### src/rtl/pong_pkg.sv
// pong_pkg: shared timing defaults, playfield geometry and
// colour constants for the pong VGA renderer.
package pong_pkg;

  localparam int H_ACTIVE_D     = 640;
  localparam int H_TOTAL_D      = 800;
  localparam int H_SYNC_START_D = 656;
  localparam int H_SYNC_END_D   = 752;
  localparam int V_ACTIVE_D     = 480;
  localparam int V_TOTAL_D      = 525;
  localparam int V_SYNC_START_D = 490;
  localparam int V_SYNC_END_D   = 492;

  localparam int WALL      = 10;
  localparam int BALL_SZ   = 10;
  localparam int PAD_H     = 50;
  localparam int P1_X_LO   = 39;
  localparam int P1_X_HI   = 49;
  // paddle2 sits at a fixed distance from the right edge
  localparam int P2_OFS_LO = 50;
  localparam int P2_OFS_HI = 40;

  typedef struct packed {
    logic [3:0] r;
    logic [3:0] g;
    logic [3:0] b;
  } rgb_t;

  localparam rgb_t C_BALL = '{r: 4'hF, g: 4'hF, b: 4'h0};
  localparam rgb_t C_PAD1 = '{r: 4'h0, g: 4'hF, b: 4'hF};
  localparam rgb_t C_PAD2 = '{r: 4'hF, g: 4'h0, b: 4'hF};
  localparam rgb_t C_WALL = '{r: 4'hF, g: 4'hF, b: 4'hF};
  localparam rgb_t C_BG   = '{r: 4'h0, g: 4'h0, b: 4'h0};

  typedef struct packed {
    logic [9:0] ball_x;
    logic [9:0] ball_y;
    logic [9:0] paddle1_y;
    logic [9:0] paddle2_y;
    logic       stop;
  } shadow_t;

  localparam shadow_t SH_RST = '{
    ball_x:    10'd319,
    ball_y:    10'd239,
    paddle1_y: 10'd214,
    paddle2_y: 10'd214,
    stop:      1'b1
  };

  // 11-bit span test: lo+len cannot wrap for 10-bit lo
  function automatic logic in_span(
    input logic [10:0] p,
    input logic [10:0] lo,
    input logic [10:0] len
  );
    return (p >= lo) && (p < (lo + len));
  endfunction

endpackage

### src/rtl/vga_timing.sv
// vga_timing: pixel enable, h/v counters, raw sync
// and active-area flags for the pong renderer.
module vga_timing
  import pong_pkg::*;
#(
  parameter int H_ACTIVE     = H_ACTIVE_D,
  parameter int H_TOTAL      = H_TOTAL_D,
  parameter int H_SYNC_START = H_SYNC_START_D,
  parameter int H_SYNC_END   = H_SYNC_END_D,
  parameter int V_ACTIVE     = V_ACTIVE_D,
  parameter int V_TOTAL      = V_TOTAL_D,
  parameter int V_SYNC_START = V_SYNC_START_D,
  parameter int V_SYNC_END   = V_SYNC_END_D
) (
  input  logic       clk,
  input  logic       rst,
  output logic       pix_en,
  output logic [9:0] h_cnt,
  output logic [9:0] v_cnt,
  output logic       active,
  output logic       hsync_raw,
  output logic       vsync_raw
);

  logic phase;

  always_ff @(posedge clk or negedge rst) begin
    if (!rst) begin
      phase <= 1'b0;
      h_cnt <= '0;
      v_cnt <= '0;
    end else begin
      phase <= ~phase;
      if (phase) begin
        if (h_cnt == 10'(H_TOTAL - 1)) begin
          h_cnt <= '0;
          if (v_cnt == 10'(V_TOTAL - 1))
            v_cnt <= '0;
          else
            v_cnt <= v_cnt + 10'd1;
        end else begin
          h_cnt <= h_cnt + 10'd1;
        end
      end
    end
  end

  assign pix_en = phase;

  assign active = (h_cnt < 10'(H_ACTIVE)) &&
                  (v_cnt < 10'(V_ACTIVE));

  assign hsync_raw = !((h_cnt >= 10'(H_SYNC_START)) &&
                       (h_cnt <  10'(H_SYNC_END)));

  assign vsync_raw = !((v_cnt >= 10'(V_SYNC_START)) &&
                       (v_cnt <  10'(V_SYNC_END)));

endmodule

### src/rtl/pong_vga_renderer.sv
// pong_vga_renderer: frame-latched game state, object
// compare and registered VGA sync/colour outputs.
module pong_vga_renderer
  import pong_pkg::*;
#(
  parameter int H_ACTIVE     = H_ACTIVE_D,
  parameter int V_ACTIVE     = V_ACTIVE_D,
  parameter int H_TOTAL      = H_TOTAL_D,
  parameter int H_SYNC_START = H_SYNC_START_D,
  parameter int H_SYNC_END   = H_SYNC_END_D,
  parameter int V_TOTAL      = V_TOTAL_D,
  parameter int V_SYNC_START = V_SYNC_START_D,
  parameter int V_SYNC_END   = V_SYNC_END_D
) (
  input  logic       clk,
  input  logic       rst,
  input  logic [9:0] ball_x,
  input  logic [9:0] ball_y,
  input  logic [9:0] paddle1_y,
  input  logic [9:0] paddle2_y,
  input  logic       stop,
  output logic       hsync,
  output logic       vsync,
  output logic [3:0] red,
  output logic [3:0] green,
  output logic [3:0] blue,
  output logic       frame_tick
);

  logic       pix_en;
  logic [9:0] h_cnt;
  logic [9:0] v_cnt;
  logic       active;
  logic       hsync_raw;
  logic       vsync_raw;

  vga_timing #(
    .H_ACTIVE     (H_ACTIVE),
    .H_TOTAL      (H_TOTAL),
    .H_SYNC_START (H_SYNC_START),
    .H_SYNC_END   (H_SYNC_END),
    .V_ACTIVE     (V_ACTIVE),
    .V_TOTAL      (V_TOTAL),
    .V_SYNC_START (V_SYNC_START),
    .V_SYNC_END   (V_SYNC_END)
  ) u_timing (
    .clk       (clk),
    .rst       (rst),
    .pix_en    (pix_en),
    .h_cnt     (h_cnt),
    .v_cnt     (v_cnt),
    .active    (active),
    .hsync_raw (hsync_raw),
    .vsync_raw (vsync_raw)
  );

  shadow_t sh;
  logic    latch;

  // first blanking pixel of a frame: safe point to sample game state
  assign latch = pix_en && (h_cnt == 10'd0) &&
                 (v_cnt == 10'(V_ACTIVE));
  assign frame_tick = latch;

  always_ff @(posedge clk or negedge rst) begin
    if (!rst) begin
      sh <= SH_RST;
    end else if (latch) begin
      sh <= '{
        ball_x:    ball_x,
        ball_y:    ball_y,
        paddle1_y: paddle1_y,
        paddle2_y: paddle2_y,
        stop:      stop
      };
    end
  end

  logic [10:0] hx;
  logic [10:0] vy;
  logic        ball_on;
  logic        p1_on;
  logic        p2_on;
  logic        wall_on;

  assign hx = {1'b0, h_cnt};
  assign vy = {1'b0, v_cnt};

  assign ball_on = !sh.stop &&
    in_span(hx, {1'b0, sh.ball_x}, 11'(BALL_SZ)) &&
    in_span(vy, {1'b0, sh.ball_y}, 11'(BALL_SZ));

  assign p1_on = (hx >= 11'(P1_X_LO)) &&
                 (hx <= 11'(P1_X_HI)) &&
    in_span(vy, {1'b0, sh.paddle1_y}, 11'(PAD_H));

  assign p2_on = (hx >= 11'(H_ACTIVE - P2_OFS_LO)) &&
                 (hx <= 11'(H_ACTIVE - P2_OFS_HI)) &&
    in_span(vy, {1'b0, sh.paddle2_y}, 11'(PAD_H));

  assign wall_on = (hx <  11'(WALL)) ||
                   (hx >= 11'(H_ACTIVE - WALL)) ||
                   (vy <  11'(WALL)) ||
                   (vy >= 11'(V_ACTIVE - WALL));

  // one-hot selects encode the colour priority
  logic sel_ball;
  logic sel_p1;
  logic sel_p2;
  logic sel_wall;

  assign sel_ball = active && ball_on;
  assign sel_p1   = active && !ball_on && p1_on;
  assign sel_p2   = active && !ball_on && !p1_on && p2_on;
  assign sel_wall = active && !ball_on && !p1_on &&
                    !p2_on && wall_on;

  rgb_t pix;

  always_comb begin
    pix = C_BG;
    unique case (1'b1)
      sel_ball: pix = C_BALL;
      sel_p1:   pix = C_PAD1;
      sel_p2:   pix = C_PAD2;
      sel_wall: pix = C_WALL;
      default:  pix = C_BG;
    endcase
  end

  always_ff @(posedge clk or negedge rst) begin
    if (!rst) begin
      hsync <= 1'b1;
      vsync <= 1'b1;
      red   <= '0;
      green <= '0;
      blue  <= '0;
    end else if (pix_en) begin
      hsync <= hsync_raw;
      vsync <= vsync_raw;
      red   <= pix.r;
      green <= pix.g;
      blue  <= pix.b;
    end
  end

endmodule

### config.mk
export PLATFORM = sky130hd
export DESIGN_NAME = pong_vga_renderer
export DESIGN_NICKNAME = d
export VERILOG_FILES = /design/src/rtl/pong_pkg.sv /design/src/rtl/vga_timing.sv /design/src/rtl/pong_vga_renderer.sv
export SDC_FILE = /design/constraint.sdc
export NUM_CORES = 1
export LEC_CHECK = 0
export ABC_AREA = 1
export ABC_CLOCK_PERIOD_IN_PS = 5750
export CAP_MARGIN = 20
export CORE_ASPECT_RATIO = 0.75
export CORE_MARGIN = 1.5
export CORE_UTILIZATION = 35
export DETAILED_ROUTE_END_ITERATION = 10
export PLACE_DENSITY = 0.61
export SYNTH_ARGS = -nofsm -noshare
export SYNTH_HDL_FRONTEND = slang
export SYNTH_SLANG_ARGS = --single-unit
export TNS_END_PERCENT = 100
### constraint.sdc
create_clock -name clk -period 5.75 [get_ports clk]
set_clock_uncertainty 0.2 [all_clocks]
set_input_delay 1.15 -clock clk [delete_from_list [all_inputs] [get_ports clk]]
set_output_delay 1.15 -clock clk [all_outputs]
set_load 0.05 [all_outputs]
==> impl_metrics.tcl <==
set metrics [dict create \
    synth_top_area_frac 0.191 \
    grt_use_total 0.173 \
    path_clk_slew_ns 0.06 \
    detail-route-antenna-nets 0 \
    yosysUniqueCellTypes 39 \
    ys_warn_count 0 \
    reg2reg_to "red[2]" \
    core_area_mm2 0.0160 \
    power_density_mw_per_mm2 169 \
    die_w_um 151 \
    seq_area_frac_synth 0.299 \
    clk_latency_ns 0.34 \
    cts_tree "yes" \
    cts_inserted_buffers 9 \
    hold_class "register to register" \
    finalCriticalPeriod_ns 3.97 \
    layout_common_cells "nand2_1, inv_1, ha_1" \
    area.growth.synth_to_final_pct 18.0 \
    layout-drive-gt1-share 0.0732 \
    row_count 40 \
    critPathMaxFanout 9 \
    p_leak_nw 3.63 \
    cp-end-kind "output pin" \
    vias 4813 \
    start_util 0.358 \
    synth.avg_cell_area_um2 7.46 \
    required_ns 4.40 \
    cp-startpoint "u_timing.v_cnt[5]" \
    async_reset_ff_frac 1.00 \
    syn_inst 766 \
    routedWlPerCell_um 13.3 \
    hold_violations 0 \
    worst_slew_pin_slew_ns 0.767 \
    pin_count 58 \
    peakVddDrop_mv 0.147 \
    syn_nets 896 \
    place.gp.congestion 0.827 \
    fmax_mhz 252 \
    ys_top_cells_by_area "ha_1, dfrtp_1, dfstp_2, nand2_1, inv_1" \
    grt_max_degree 79 \
    final_max_slew_viol_count 0 \
    antenna_found_initial 0 \
    cts_resized 0 \
    hpwl_mm 10.6 \
    power.total_mw 1.14 \
    grt_pass1_wl_mm 23.0 \
    regToRegSetupSlack_ns 2.92 \
    maxCapViolCount 0 \
    arrival_ns 2.62 \
    rsz0062_at_grt "false" \
    cts_max_path_buffers 2 \
    drt_iter0_drc 265 \
    ff2ff_path_depth 17 \
    status "finished clean" \
    setup_violations 0 \
    clkSinkCount 67 \
    period_share 0.691 \
    die_area_mm2 0.0171 \
    worstSetupStartpointType "register" \
    grt-ovfl-total 0 \
    numPortBuffers 57 \
    wl_mm 13.7 \
    syn_area_mm2 0.00571 \
    cts_setup_buffers 0 \
    hold_buffers 0 \
    cts_max_level 3 \
    timing.setup.tns_ns 0 \
    crit_type "register to output pin" \
    worstReg2RegStart "sh[32]" \
    n_fill_cell 1619 \
    grt_pass1_vias 4593 \
    synth_ff_type "dfrtp_1" \
    final_common_cell "nand2_1" \
    route.detailed.drc 0 \
    synth.ff_latch_count 67 \
    finish.net_count 945 \
    n_antenna_cell 0 \
    viasPerCell 4.67 \
    synth_top_area_cell "ha_1" \
    dr.pass1.iters 4 \
    die_h_um 114 \
    maxSlewHeadroom 0.488 \
    clockRootBuffer "clkbuf_16" \
    synth_edf_count 0 \
    crit_path_end "frame_tick" \
]
[Yosys cell counts, types with 2 or more instances]
| cell | n |
|---|---|
| buf_6 | 2 |
| o21ai_1 | 2 |
| ha_1 | 87 |
| nand2_1 | 189 |
| buf_4 | 11 |
| xnor2_1 | 2 |
| xor2_1 | 28 |
| a21o_1 | 3 |
| dfrtp_1 | 40 |
| inv_2 | 2 |
| a21oi_1 | 34 |
| nor2_1 | 74 |
| a31oi_1 | 3 |
| dfstp_2 | 27 |
| inv_1 | 107 |
| nor3_1 | 14 |
| nand4_1 | 14 |
| nand3b_1 | 4 |
| a211oi_1 | 3 |
| buf_2 | 6 |
| nor2_4 | 3 |
| o21ai_0 | 57 |
| o21bai_1 | 4 |
| nand3_1 | 34 |
| o21a_1 | 2 |
[sequential cells by signal (all words and copies together), names as in the netlist]
register / count
blue: 1
sh: 41
u_timing.v_cnt: 10
red: 1
green: 1
vsync: 1
u_timing.pix_en: 1
u_timing.h_cnt: 10
hsync: 1
[critical path, stage by stage, from the launching register on]
cell and delay [ns]:
dfrtp_1 0.60, inv_1 0.20, nor2_1 0.37, nand3_2 0.22, inv_2 0.10, clkdlybuf4s50_1 0.80
[worst min-delay path by stage]
stage | startpoint | to | slack, ns | depth (start not counted)
6_report | sh[21] | sh[21] | 0.28 | 2
5_1_grt | sh[21] | sh[21] | 0.31 | 2
4_1_cts | sh[21] | sh[21] | 0.28 | 2
3_5_place_dp | sh[21] | sh[21] | 0.27 | 2
3_3_place_gp | sh[21] | sh[21] | 0.27 | 2
2_1_floorplan | sh[31] | sh[31] | 0.25 | 2
[kinds of logic after synthesis]
logic type | Yosys count | share of synthesized area
flops | 67 | 0.299
fa+ha+maj | 87 | 0.191
simple gates | 341 | 0.260
compound gates | 110 | 0.104
xor+xnor | 30 | 0.0460
buf+inv | 131 | 0.100
[power breakdown]
group	internal (mW)	total, mW	switching [mW]
registers	0.473	0.473	0
logic	0.0246	0.0377	0.0131
clock network	0.405	0.628	0.223
[metrics by stage]
stage	hold slack [ns]	cells	utilization	setup slack (ns)	instance area, µm²
floorplan	0.250	766	-	2.90	5710
global placement	0.271	1014	0.401	2.20	6400
detailed placement	0.270	1014	0.401	2.13	6400
CTS	0.281	1030	0.422	1.75	6740
global route	0.312	1030	0.422	1.60	6740
finish	0.282	1030	0.422	1.78	6740
[layer usage]
layer | vias to the layer above | GRT usage | share of wire | routed length, µm
li1 | 2575 | - | - | -
met3 | 12 | 0.0324 | 0.049 | 665
met1 | 2119 | 0.258 | 0.54 | 7400
met2 | 107 | 0.248 | 0.39 | 5400
met5 | - | 0 | 0 | 0
met4 | 0 | 0.0556 | 0.016 | 214
[final cells by class]
cell class                 count  area, µm²  area share
clock buffer                  11        253      0.0375
multi-input combinational    568       3430       0.509
clock inverter                 5       85.1      0.0126
tap                          210        263      0.0390
sequential                    67       1710       0.254
timing repair buffer          59        581      0.0861
inverter                     110        418      0.0620
Power figures use the tool's default switching activity.
